`src/rtl/bounce_sprite_engine.sv`:
```
// Bouncing-sprite controller: moves a SPRITE_W x SPRITE_H window once per frame, bounces off screen edges,
// cycles colour on each bounce and colours ROM pixels; rgb is registered (1 cycle), no backpressure.
module bounce_sprite_engine #(
    parameter int H_RES    = 640,
    parameter int V_RES    = 480,
    parameter int SPRITE_W = 128,
    parameter int SPRITE_H = 128,
    parameter int COORD_W  = 10,
    parameter int X_INIT   = 200,
    parameter int Y_INIT   = 200,
    parameter int SPEED_W  = 3
) (
    input  logic                        i_clk,
    input  logic                        i_reset,
    input  logic [COORD_W-1:0]          i_pix_x,
    input  logic [COORD_W-1:0]          i_pix_y,
    input  logic                        i_display_on,
    input  logic [SPEED_W-1:0]          i_speed_x,
    input  logic [SPEED_W-1:0]          i_speed_y,
    input  logic                        i_pause,
    output logic [$clog2(SPRITE_W)-1:0] o_rom_x,
    output logic [$clog2(SPRITE_H)-1:0] o_rom_y,
    input  logic                        i_rom_pixel,
    output logic [5:0]                  o_rgb,
    output logic                        o_frame_tick,
    output logic                        o_bounce,
    output logic                        o_corner_hit,
    output logic [15:0]                 o_bounce_count
);
    localparam int CW1 = COORD_W + 1;
    localparam logic [COORD_W:0]   XMAX = CW1'(H_RES - SPRITE_W);
    localparam logic [COORD_W:0]   YMAX = CW1'(V_RES - SPRITE_H);
    localparam logic [COORD_W-1:0] SW   = COORD_W'(SPRITE_W);
    localparam logic [COORD_W-1:0] SH   = COORD_W'(SPRITE_H);

    typedef struct packed {
        logic [COORD_W-1:0] pos;
        logic               dir_p;
        logic               hit;
    } axis_t;

    // One axis step at COORD_W+1 bits so neither the sum nor the compare can wrap.
    function automatic axis_t axis_step(input logic [COORD_W-1:0] pos, input logic dir_p,
                                        input logic [SPEED_W-1:0] spd, input logic [COORD_W:0] lim);
        logic [COORD_W:0] p_ext;
        logic [COORD_W:0] s_ext;
        logic [COORD_W:0] sum;
        logic [COORD_W:0] diff;
        axis_t r;
        p_ext   = {1'b0, pos};
        s_ext   = {{(CW1 - SPEED_W){1'b0}}, spd};
        sum     = p_ext + s_ext;
        diff    = p_ext - s_ext;
        r.pos   = pos;
        r.dir_p = dir_p;
        r.hit   = 1'b0;
        if (spd != '0) begin
            if (dir_p) begin
                if (sum >= lim) begin
                    r.pos   = lim[COORD_W-1:0];
                    r.dir_p = 1'b0;
                    r.hit   = 1'b1;
                end else begin
                    r.pos = sum[COORD_W-1:0];
                end
            end else begin
                if (p_ext <= s_ext) begin
                    r.pos   = '0;
                    r.dir_p = 1'b1;
                    r.hit   = 1'b1;
                end else begin
                    r.pos = diff[COORD_W-1:0];
                end
            end
        end
        return r;
    endfunction

    logic [COORD_W-1:0] r_cx, r_cy, r_prev_y;
    logic               r_dir_x, r_dir_y;
    logic [2:0]         r_colour;
    logic [5:0]         r_rgb;
    logic               r_frame_tick, r_bounce, r_corner;
    logic [15:0]        r_count;

    logic               w_frame_evt, w_any_hit, w_in_sprite;
    axis_t              w_ax, w_ay;
    logic [COORD_W-1:0] w_rel_x, w_rel_y;

    // Speeds are only looked at in the event cycle, so mid-frame changes have no effect.
    assign w_frame_evt = (i_pix_y == '0) && (r_prev_y != '0);
    assign w_ax        = axis_step(r_cx, r_dir_x, i_speed_x, XMAX);
    assign w_ay        = axis_step(r_cy, r_dir_y, i_speed_y, YMAX);
    assign w_any_hit   = w_ax.hit | w_ay.hit;

    assign w_rel_x     = i_pix_x - r_cx;
    assign w_rel_y     = i_pix_y - r_cy;
    assign w_in_sprite = (i_pix_x >= r_cx) && (w_rel_x < SW) &&
                         (i_pix_y >= r_cy) && (w_rel_y < SH);
    assign o_rom_x     = w_rel_x[$clog2(SPRITE_W)-1:0];
    assign o_rom_y     = w_rel_y[$clog2(SPRITE_H)-1:0];

    always_ff @(posedge i_clk) begin
        if (i_reset) begin
            r_cx         <= COORD_W'(X_INIT);
            r_cy         <= COORD_W'(Y_INIT);
            r_dir_x      <= 1'b1;
            r_dir_y      <= 1'b0;
            r_colour     <= 3'b111;
            r_prev_y     <= '0;
            r_rgb        <= '0;
            r_frame_tick <= 1'b0;
            r_bounce     <= 1'b0;
            r_corner     <= 1'b0;
            r_count      <= '0;
        end else begin
            r_prev_y     <= i_pix_y;
            r_frame_tick <= w_frame_evt;
            r_bounce     <= 1'b0;
            r_corner     <= 1'b0;
            if (w_frame_evt && !i_pause) begin
                r_cx     <= w_ax.pos;
                r_dir_x  <= w_ax.dir_p;
                r_cy     <= w_ay.pos;
                r_dir_y  <= w_ay.dir_p;
                r_bounce <= w_any_hit;
                r_corner <= w_ax.hit & w_ay.hit;
                if (w_any_hit) begin
                    r_count  <= r_count + 16'd1;
                    r_colour <= (r_colour == 3'd7) ? 3'd1 : r_colour + 3'd1;
                end
            end
            r_rgb <= (i_display_on && w_in_sprite && i_rom_pixel) ?
                     {{2{r_colour[2]}}, {2{r_colour[1]}}, {2{r_colour[0]}}} : 6'd0;
        end
    end

    assign o_rgb          = r_rgb;
    assign o_frame_tick   = r_frame_tick;
    assign o_bounce       = r_bounce;
    assign o_corner_hit   = r_corner;
    assign o_bounce_count = r_count;
endmodule
```
`config.mk`:
```
export PLATFORM = sky130hd
export DESIGN_NAME = bounce_sprite_engine
export DESIGN_NICKNAME = d
export VERILOG_FILES = /design/src/rtl/bounce_sprite_engine.sv
export SDC_FILE = /design/constraint.sdc
export NUM_CORES = 1
export LEC_CHECK = 0
export BUFFER_PORTS_ARGS = -buffer_cell sky130_fd_sc_hd__buf_4
export CAP_MARGIN = 40
export CORE_ASPECT_RATIO = 0.5
export CORE_MARGIN = 5
export CORE_UTILIZATION = 44
export CTS_BUF_LIST = sky130_fd_sc_hd__clkbuf_4 sky130_fd_sc_hd__clkbuf_8 sky130_fd_sc_hd__clkbuf_16
export CTS_CLUSTER_DIAMETER = 40
export DETAILED_ROUTE_END_ITERATION = 10
export GPL_ROUTABILITY_DRIVEN = 0
export HOLD_SLACK_MARGIN = 0.06
export PLACE_DENSITY = 0.62
export SLEW_MARGIN = 20
export SYNTH_ARGS = -nofsm -noshare
export SYNTH_HDL_FRONTEND = slang
export SYNTH_SLANG_ARGS = --single-unit
```
`constraint.sdc`:
```
create_clock -name i_clk -period 4.22 [get_ports i_clk]
set_clock_uncertainty 0.1 [all_clocks]
set_input_delay 0.844 -clock i_clk [delete_from_list [all_inputs] [get_ports i_clk]]
set_output_delay 0.844 -clock i_clk [all_outputs]
set_load 0.01 [all_outputs]
```
# Yosys cells after proc, flatten, opt, wreduce, memory -nomap -nowiden
# Index checks and enable logic that the tools add are counted.
dict set report classes {
  add_sub_neg 8
  order_cmp 8
  eq_ne 1
  muxes 13
  bitwise_logic 4
  reduce_logical 17
}
# operator n
set ops {}
lappend ops {{$mux W10} 4}
lappend ops {{$mux W12} 2}
lappend ops {{$add A10 B3 Y11} 2}
lappend ops {{$ge A10 B10 Y1} 2}
lappend ops {{$le A10 B3 Y1} 2}
lappend ops {{$lt A10 B8 Y1 const B} 2}
lappend ops {{$sub A10 B10 Y10} 2}
lappend ops {{$sub A10 B3 Y10} 2}
lappend ops {{$add A16 B1 Y16 const B} 1}
lappend ops {{$ge A11 B10 Y1 const B} 1}
lappend ops {{$ge A11 B9 Y1 const B} 1}
lappend ops {{$logic_not A10 Y1} 1}
lappend ops {{$reduce_bool A10 Y1} 1}
lappend ops {{$mux W2} 4}
lappend ops {{$logic_and A1 B1 Y1} 7}
lappend ops {{$reduce_and A2 Y1} 3}
lappend ops {{$reduce_bool A3 Y1} 2}
lappend ops {{$reduce_or A2 Y1} 2}
lappend ops {{$add A3 B1 Y3 const B} 1}
lappend ops {{$eq A3 B3 Y1 const B} 1}
lappend ops {{$mux W3} 1}
lappend ops {{$mux W1} 2}
lappend ops {{$not A1 Y1} 2}
lappend ops {{$and A1 B1 Y1} 1}
lappend ops {{2 further kinds} 2}
dict set report totals {
  reg_bits 59
  output_inout_bits 39
  elab_cells 62
}

# Longest topological paths before layout
dict set report depth {
  ltp_word 9
  ltp_mapped 12
  mapped_depth_nobuf 11
}

# Least setup slack after synthesis
# Ideal clock, no wire load.
dict set report synth_timing {
  path_type {in2reg}
  from {in i_speed_y[0]}
  to {reg r_count[13], in the netlist o_bounce_count[13]}
  t_arrival_ps 3200
  required_ps 3997
  setup_slack_ps 796
  stages 9
  cell_sequence {ha_1 > fa_1 > nor2b_1 > o211a_1 > o32a_1 > a221oi_1 > buf_2 > o32ai_1 > mux2_1}
}
dict set report synth_between {
  elab_chain_len 7
  elab_cells_between_ends 10
}
# element line
set synth_lines {}
lappend synth_lines {{start, declared} 19} ;# input logic [SPEED_W-1:0] i_speed_y,
lappend synth_lines {{$add A10 B3 Y11} 52} ;# sum = p_ext + s_ext;
lappend synth_lines {{$ge A11 B9 Y1} 59} ;# if (sum >= lim) begin
lappend synth_lines {{$mux W2} 59}
lappend synth_lines {{$mux W12} 58} ;# if (dir_p) begin
lappend synth_lines {{$mux W1 (*)} 57} ;# if (spd != '0) begin
lappend synth_lines {{$or A1 B1 Y1 (*)} 94} ;# assign w_any_hit = w_ax.hit | w_ay.hit;
lappend synth_lines {{$reduce_and A2 Y1 (no source line) (*)} n/a}
lappend synth_lines {{end signal, assigned} 129} ;# r_count <= r_count + 16'd1;
lappend synth_lines {{end, declared} 84} ;# logic [15:0] r_count;
# Every way passes the cells marked *; elsewhere a longest branch is shown, timed or not.
# A chain may end at the register's enable or synchronous reset.

# Worst setup path in the final report
dict set report layout_timing {
  from {in i_speed_y[0]}
  to {reg r_colour[1]}
}
dict set report layout_between {
  elab_chain_len 7
  elab_cells_between_ends 10
}
# element line
set layout_lines {}
lappend layout_lines {{$add A10 B3 Y11} 52}
lappend layout_lines {{$ge A11 B9 Y1} 59}
lappend layout_lines {{$mux W2} 59}
lappend layout_lines {{$mux W12} 58}
lappend layout_lines {{$mux W1 (*)} 57}
lappend layout_lines {{$or A1 B1 Y1 (*)} 94}
lappend layout_lines {{$reduce_and A2 Y1 (no source line) (*)} n/a}
lappend layout_lines {{end signal, assigned} 130} ;# r_colour <= (r_colour == 3'd7) ? 3'd1 : r_colour + 3'd1;
lappend layout_lines {{end, declared} 81} ;# logic [2:0] r_colour;
# Marks and branches as above.

==> impl_metrics.csv <==
group,metric,value,unit
run_status,status,"completed",
timing,hold_viol,0,
worst_setup_path,worstPathMaxFanout,6,
power,p_leak,2.33,nW
yosys,avgSynthCellArea,7.92,um2
timing,fin_tns_setup,0,ps
cts,cts_root_buffer,"clkbuf_16",
yosys,synth_top_cell_by_area,"dfxtp_1",
floorplan,rows,26,
route,antenna_left,0,
route,vias,4360,
route,drt_wl_total,12.2,mm
worst_setup_path,cp.required,4330,ps
yosys,synth_edf_count,0,
route,wl_met2,5.49,mm
timing,setup_viol,0,
yosys,yosysTopAreaCellShare,25.6,%
grt,overflow,0,
place,io_buffers,69,
cts,cts_resized,0,
finish,antenna_cells,0,
timing,tightestPinTransition,623,ps
flow_run,drv_cap,0,
worst_setup_path,critPathArrivalTime,3560,ps
cts,clock_sinks,57,
cts,cts_setup_buffers,0,
route,wl_met1,5.89,mm
worst_hold_path,hp-class,"reg2reg",
finish,area_delta_synth_final,21.7,%
power,ir_drop,0.153,mV
floorplan,fp.coreArea,0.0101,mm2
yosys,synth_common_cells,"57 x dfxtp_1, 50 x inv_1, 48 x a21oi_1, 42 x nor2_1, 37 x o21ai_0",
route,dr_wl_met3,650,um
route,route.top_layer_used,"met4",
finish,layout-drive-gt1-share,17.2,%
yosys,synth_nets,635,
worst_setup_path,crit_path_end_kind,"flip-flop",
floorplan,dieArea,0.0124,mm2
timing,period_share,81.8,%
cts,clkLatencyLatePin,330,ps
finish,fin_nets,701,
place,dp.final_hpwl,9.10,mm
yosys,syn_inst,563,
worst_setup_path,r2r_cells,10,
cts,cts_tree,"done",
worst_setup_path,r2r_slack,1060,ps
floorplan,ios,70,
cts,hold_buffers,0,
cts,numCtsBuffers,9,
finish,final_cell_count_no_fill,774,
timing,post-route-min-period,3450,ps
worst_setup_path,crit_start,"i_speed_y[0]",
power,powerDensity,266,mW/mm2
floorplan,fp.dieW,152,um
cts,h-tree-depth,3,
route,drtIter0Drc,255,
cts,clk_pin_slew,50,ps
yosys,syn_area,0.00446,mm2
grt,antenna_found_initial,0,
worst_setup_path,reg2reg_to,"r_colour[1]",
timing,rsz0062_at_grt,"no",
yosys,yosysMostFrequentCell,"dfxtp_1",
timing,relSlewSlack,58.4,%
grt,grt_pass1_vias,4124,
worst_setup_path,r2r-start,"r_cy[0]",
route,post_drt_wl_per_cell,15.7,um
floorplan,die_h,81.2,um
yosys,synth_area_leaders,"dfxtp_1 26%, ha_1 9.8%, a21oi_1 5.4%, inv_1 4.2%, o21ai_0 4.2%",
timing,fmax,0.290,GHz
finish,num-fill-cells,974,
grt,grt_usage,20.0,%
yosys,synth-seq-cells,57,
yosys,ys_warn_count,0,
route,dr.pass1.iters,5,
route,post-route-drc-count,0,
yosys,synth_flop_cell,"dfxtp_1",
yosys,ys_seq_area_share,25.6,%
worst_setup_path,path_class,"in2reg",
place,dp.cells,758,
timing,final_max_slew_viol_count,0,
grt,grt_max_degree,59,
cts,clockBufferDepth,2,
worst_setup_path,start_kind,"input port",
route,viasPerCell,5.63,
yosys,async_flop_share,0,%
grt,grt_pass1_wl,20.4,mm
floorplan,initial_core_util,44.4,%
yosys,synth.distinct_cells,70,
worst_setup_path,endpoint,"r_colour[1]",
## layout make-up
type                            count  area [um2]  share of cell area (%)
Clock buffer                       11         246                    4.54
Clock inverter                      5        55.1                    1.01
Inverter                           50         188                    3.46
Multi-Input combinational cell    429        3010                    55.4
Sequential cell                    57        1140                    21.0
Tap cell                          140         175                    3.23
Timing Repair Buffer               82         616                    11.3
## cell families (layout without fill, tap and decap cells)
group / Yosys count / in the layout / synth area share [%]
AO/OA/AOI/OAI: 168 / 168 / 25.8
buffers and inverters: 77 / 148 / 7.01
AND/OR/NAND/NOR: 195 / 195 / 23.7
flip-flops: 57 / 57 / 25.6
adder cells (fa/ha/maj): 41 / 41 / 12.5
XOR/XNOR: 15 / 15 / 2.95
multiplexers: 10 / 10 / 2.44
## state kept, by name, summed over array words and instances, names as in the netlist
register / cells
o_bounce: 1
o_bounce_count: 16
o_corner_hit: 1
o_frame_tick: 1
o_rgb: 3
r_colour: 3
r_cx: 10
r_cy: 10
r_dir_x: 1
r_dir_y: 1
r_prev_y: 10
## report_power, final
group	internal (mW)	leakage, nW	switching [mW]	total, mW
combinational	0.0727	1.72	0.0810	0.154
sequential	0.544	0.462	0.00146	0.545
clock	0.477	0.145	0.266	0.743
## critical path, cell delays in order
cell and delay [ps]:
buf_4 120, ha_1 210, fa_1 420, nor2b_1 200
o211a_1 260, o32a_1 370, a221o_1 430, a32oi_2 260
buf_4 200, mux2i_1 190, nand2_1 60
## how the worst min path moves through the flow
| stage | startpoint | to | slack [ps] | cells past startpoint |
|---|---|---|---|---|
| after global routing | o_bounce_count[6] | o_bounce_count[6] | 430 | 2 |
| final | o_bounce_count[6] | o_bounce_count[6] | 410 | 2 |
| after CTS | o_bounce_count[6] | o_bounce_count[6] | 400 | 2 |
| after floorplan | r_colour[1] | r_colour[1] | 360 | 2 |
| after detailed placement | o_bounce_count[6] | o_bounce_count[6] | 390 | 2 |
| after global placement | o_bounce_count[8] | o_bounce_count[8] | 390 | 2 |
## routing by layer
layer / vias up / global-route usage [%]
met2: 114 / 33.5
met4: 0 / 5.02
met3: 21 / 4.68
li1: 2194 / -
met5: - / 0
met1: 2031 / 26.5
## cell usage in the layout (no fill, tap or decap), drive strengths merged, types with 10 or more instances in the layout
cell type	n
dfxtp	57
xnor2	10
ha	35
o21ai	37
nor2b	24
and3	18
inv	50
buf	82
nor2	42
nand3	14
nand2	32
a21oi	48
clkbuf	11
or3	15
nor3	12
## per-stage QoR
step | worst slack [ps] | hold slack (ps) | cell area, um2 | util, % | power (mW)
finish | 770 | 406 | 5430 | 54.0 | 1.44
CTS | 782 | 403 | 5430 | 54.0 | 1.46
floorplan | 796 | 363 | 4460 | - | 0.643
detailed placement | 455 | 394 | 5120 | 51.0 | 0.711
global route | 578 | 425 | 5430 | 54.0 | 1.49
global placement | 489 | 387 | 5120 | 51.0 | 0.710
No activity file was read; power rests on OpenSTA's default activity.
